<file path="src/rtl/sw_debounce.sv">
// -----------------------------------------------------------------------------
// sw_debounce
//
// Debounces the ten board slide switches. Each switch bit goes through a
// two-flop synchronizer. A change is accepted only after the synchronized
// level has differed from the accepted value for DB_LIMIT consecutive cycles.
// Every accepted change:
//   - produces a one-cycle event pulse, and
//   - sets a sticky "changed" flag that the CPU clears bit by bit.
//
// Parameters
//   DB_LIMIT : consecutive cycles a new level must hold (1..65535)
//   CNT_W    : per-bit counter width, must be able to hold DB_LIMIT-1
//
// Ports
//   clock     : system clock, all state changes on its rising edge
//   resetn    : synchronous active-low reset
//   sw_raw    : asynchronous switch inputs SW[9:0]
//   clr_chg   : per-bit level-sampled clear for sw_chg
//   sw_stable : debounced switch value
//   sw_evt    : one-cycle pulse on each bit whose sw_stable toggles
//   sw_chg    : sticky "changed since last clear" flags
//   chg_any   : OR of all sw_chg bits
// -----------------------------------------------------------------------------
module sw_debounce #(
    parameter int DB_LIMIT = 50000,
    parameter int CNT_W    = 16
) (
    input  logic       clock,
    input  logic       resetn,
    input  logic [9:0] sw_raw,
    input  logic [9:0] clr_chg,
    output logic [9:0] sw_stable,
    output logic [9:0] sw_evt,
    output logic [9:0] sw_chg,
    output logic       chg_any
);

    localparam int N = 10;

    // Terminal count. The toggle happens on the edge where the counter
    // already sits at this value, so the counter never wraps.
    localparam logic [CNT_W-1:0] CNT_MAX = CNT_W'(DB_LIMIT - 1);

    typedef enum logic {
        IDLE,
        COUNTING
    } bit_state_t;

    logic [N-1:0]     sync1;
    logic [N-1:0]     sync2;
    logic [CNT_W-1:0] cnt        [N];
    logic [CNT_W-1:0] cnt_next   [N];
    bit_state_t       state      [N];
    logic [N-1:0]     stable_next;
    logic [N-1:0]     evt_next;
    logic [N-1:0]     chg_next;

    // State register for the synchronizer, the per-bit counters and the
    // three registered outputs. sync1 is the only flop that sees sw_raw.
    always_ff @(posedge clock) begin
        if (!resetn) begin
            sync1     <= '0;
            sync2     <= '0;
            sw_stable <= '0;
            sw_evt    <= '0;
            sw_chg    <= '0;
            for (int i = 0; i < N; i++) begin
                cnt[i] <= '0;
            end
        end else begin
            sync1     <= sw_raw;
            sync2     <= sync1;
            sw_stable <= stable_next;
            sw_evt    <= evt_next;
            sw_chg    <= chg_next;
            for (int i = 0; i < N; i++) begin
                cnt[i] <= cnt_next[i];
            end
        end
    end

    // Per-bit next-state logic. A bit is COUNTING whenever its synchronized
    // level disagrees with the accepted value. Any cycle of agreement drops
    // the bit back to IDLE with a zero count, so short glitches are
    // forgotten. In sw_chg, a toggle on the same edge as a clear wins,
    // because the set is applied after the clear.
    always_comb begin
        stable_next = sw_stable;
        evt_next    = '0;
        chg_next    = sw_chg & ~clr_chg;
        for (int i = 0; i < N; i++) begin
            cnt_next[i] = '0;
            state[i]    = (sync2[i] != sw_stable[i]) ? COUNTING : IDLE;
            case (state[i])
                IDLE: begin
                    cnt_next[i] = '0;
                end
                COUNTING: begin
                    if (cnt[i] == CNT_MAX) begin
                        stable_next[i] = ~sw_stable[i];
                        evt_next[i]    = 1'b1;
                        chg_next[i]    = 1'b1;
                        cnt_next[i]    = '0;
                    end else begin
                        cnt_next[i] = cnt[i] + CNT_W'(1);
                    end
                end
                default: begin
                    cnt_next[i] = '0;
                end
            endcase
        end
    end

    // chg_any is combinational so the CPU sees it together with sw_chg.
    assign chg_any = |sw_chg;

endmodule

</file>
<file path="config.mk">
export PLATFORM = sky130hd
export DESIGN_NAME = sw_debounce
export DESIGN_NICKNAME = d
export VERILOG_FILES = /design/src/rtl/sw_debounce.sv
export SDC_FILE = /design/constraint.sdc
export NUM_CORES = 1
export LEC_CHECK = 0
export BUFFER_PORTS_ARGS = -buffer_cell sky130_fd_sc_hd__buf_2
export CAP_MARGIN = 10
export CORE_MARGIN = 2
export CORE_UTILIZATION = 43
export DETAILED_ROUTE_END_ITERATION = 10
export PLACE_DENSITY = 0.64
export SYNTH_ARGS = -nofsm -noshare
export SYNTH_HDL_FRONTEND = slang
export SYNTH_SLANG_ARGS = --single-unit
</file>
<file path="constraint.sdc">
create_clock -name clock -period 2.4 [get_ports clock]
set_input_delay 0.12 -clock clock [delete_from_list [all_inputs] [get_ports clock]]
set_output_delay 0.12 -clock clock [all_outputs]
set_load 0.05 [all_outputs]
</file>
==> run summary <==
Synth Area per Inst = 9.088 µm²
pre-CTS WS = 0.3699 ns
Core Util, Final = 52.39%
Synth Flop Type = dfxtp_1
Worst Reg2Reg Path Length in Cells = 5
Die Footprint = 0.02136 mm²
Tmin final = 2.005 ns
WP data required = 2.78 ns
Vias = 6,565
Synth Warn # = 0
synthesized cell area = 0.008688 mm²
num rows = 51
FF+latch area = 0.004204 mm²
setup tns final = 0 ns
area delta synth->final = 18.50%
DP HPWL = 10.98 mm
layout cell share with drive strength beyond 1 = 11.20%
peak supply drop = 0.5232 mV
post-synth top area share = 48.39%
Cells after Synth = 956
Clock power frac = 52.8%
port bufs = 52
initial antenna violation count = 0
WS Path Type = reg -> reg
Synth area leaders = dfxtp_1 48%, xnor2_1 10%, nor2_1 7.3%, xor2_1 3.4%, nand3_1 3.3%
CP Capture Type = register
commonest non-fill, non-tap cell in the layout = dfxtp_1
syn nets = 988
post-cts repair resize count = 0
post-synth cell types = 38
Seq/Total Area, Yosys = 48.39%
max cap viols = 0
initial DRC count = 236
Final Wtd Congestion = 0.7943
slowest stage delay, CP = 0.56 ns
clk_skew = 0.01061 ns
CP arrival = 2.38 ns
GR Overflow Total = 0
vias in the first global route = 6,087
HP Class = in -> reg
fin cells = 1,320
drt via density = 4.973
First-pass DRT Iterations = 6
Worst path slowest cell = or4_4
period utilization = 83.54%
worst-path fanout max = 15
CTS Sinks = 210
Switching Power = 0.001467 W
relative slew slack = 59.75%
Yosys reg bits = 210
Max Fclk = 498.7 MHz
CP Launch Point = cnt[5][0]
Design Power = 0.007709 W
number of synthesized flops with an enable pin = 0
Worst Hold Launch = resetn
Die W = 146.1 µm
Pwr Density = 748.8 mW/mm²
WL final = 16.43 mm
CTS root buf = clkbuf_16
part of the power in registers = 45.7%
Slew @ Worst Pin = 0.5983 ns
Initial Util = 44.21%
R2R Path End = cnt[5][9]
CTS tree = yes
antenna viol nets, final = 0
# IOs = 53
DRC violations left = 0
Static Leak = 3.354 nW
RSZ-0062 raised after global routing = no
cell taking the most area after synthesis = dfxtp_1
cts bufs inserted = 23
Max clock buf depth = 3
Die Height = 146.1 µm
reg2reg start = cnt[5][0]
startpoint types = register
R2R Setup Slk = 0.39 ns
max-slew violation count = 0
final setup violation count = 0
most frequent cells in the layout = 210 x dfxtp_1, 169 x nor2_1, 104 x xnor2_1
CORE AREA = 0.01965 mm²
DR WL/cell = 12.45 µm
Setup crit end = cnt[5][9]
status = finished, final reports clean
gr usage total = 15.50%
asr flop ratio synth = 0%
worst skew pair latency = 0.50 ns
Switching Fraction = 19.02%
Combinational Power Share = 1.5%
largest net degree at the start of global routing = 25
P_int = 0.006243 W
wire length of the first global-routing pass = 28.66 mm
final worst slack = 0.3950 ns
CP Cell Sequence = ha_1 > nand4_1 > or4_4 > nand3_2 > nor2_1
Multi-input gate area = 0.004254 mm²
# fillers = 1,872
Cells after DPL = 1,258
Final nets = 1,070
final hold violations = 0
Worst-path clk slew = 0.06 ns
Max H-tree Level = 1
==> state kept, by name, summed over array words and instances (netlist names) <==
name       flops
cnt          160
sw_chg        10
sw_evt        10
sw_stable     10
sync1         10
sync2         10
==> worst max-delay path: cells and delay by family, from the launching register on <==
family	cells	cell delay, ns
adders and majority gates	1	0.27
DFF	1	0.43
and+or+nand+nor	4	1.18
==> worst min-delay path by stage <==
stage                   endpoint  slack [ns]  cells after the start
floorplan              sw_chg[0]        0.21                      1
global placement       sw_chg[4]        0.30                      2
detailed placement     sw_chg[1]        0.31                      2
CTS                 sw_stable[4]        0.05                      2
global route        sw_stable[0]        0.06                      2
finish              sw_stable[4]        0.05                      2
==> area by class of cell <==
cell class | count | area share (%)
diodes | 1 | 0.02430
clock buffers | 27 | 5.930
clock inverters | 14 | 2.661
inverters | 33 | 1.203
multi-input cells | 695 | 41.32
flip-flops and latches | 210 | 40.83
well taps | 265 | 3.220
repair buffers | 75 | 4.812
==> cells by family (layout without fill, tap and decap cells) <==
| logic type | Yosys count | after routing | share of synthesized area [%] |
|---|---|---|---|
| other cells | 0 | 1 | 0 |
| buf+inv | 51 | 149 | 2.650 |
| xor+xnor | 138 | 138 | 13.91 |
| simple gates | 503 | 503 | 30.20 |
| mux | 10 | 10 | 1.152 |
| flops | 210 | 210 | 48.39 |
| fa+ha+maj | 10 | 10 | 1.440 |
| compound gates | 34 | 34 | 2.261 |
==> routing by layer <==
| layer | GRT usage, % | wire, µm |
|---|---|---|
| met4 | 3.689 | 329 |
| met2 | 24.13 | 6888 |
| met1 | 22.52 | 8661 |
| met3 | 2.625 | 550 |
| met5 | 0 | 0 |
==> power groups by stage <==
stage           logic, W  clock network [W]  registers (W)
2_1_floorplan  0.0000599                  0        0.00359
3_3_place_gp   0.0000935                  0        0.00360
3_5_place_dp   0.0000937                  0        0.00360
4_1_cts         0.000119            0.00418        0.00352
5_1_grt         0.000131            0.00432        0.00352
6_report        0.000117            0.00407        0.00352
==> Yosys cell counts (4+ instances only) <==
master and instances:
and3_1 11, or4_1 11, nor3_1 34, xnor2_1 104
dfxtp_1 210, o21ai_0 7, o22ai_1 7, nand3_2 5
nor4_1 35, nor2_1 169, nand4b_1 4, nor4bb_1 9
o31ai_1 5, nand3_1 57, clkbuf_1 14, or2_2 5
nand4_1 40, nor2b_1 12, ha_1 10, xor2_1 34
nand2b_1 4, a21oi_1 13, inv_1 33, mux2i_1 10
nand2_1 51, and2_1 20, or4_4 4, nor2_2 10
or3_1 9
==> what timing repair did <==
action / in CTS / in global routing
buffers inserted: 0 / 0
hold endpoints to repair: 20 / 0
hold buffers: 20 / 0
==> metrics by stage <==
| step | area [µm²] | hold WS, ns |
|---|---|---|
| after global routing | 10290 | 0.06455 |
| after detailed placement | 9209 | 0.3059 |
| after global placement | 9209 | 0.3031 |
| final | 10300 | 0.05194 |
| after CTS | 10290 | 0.04701 |
| after floorplan | 8688 | 0.2143 |
Power figures use the tool's default switching activity.
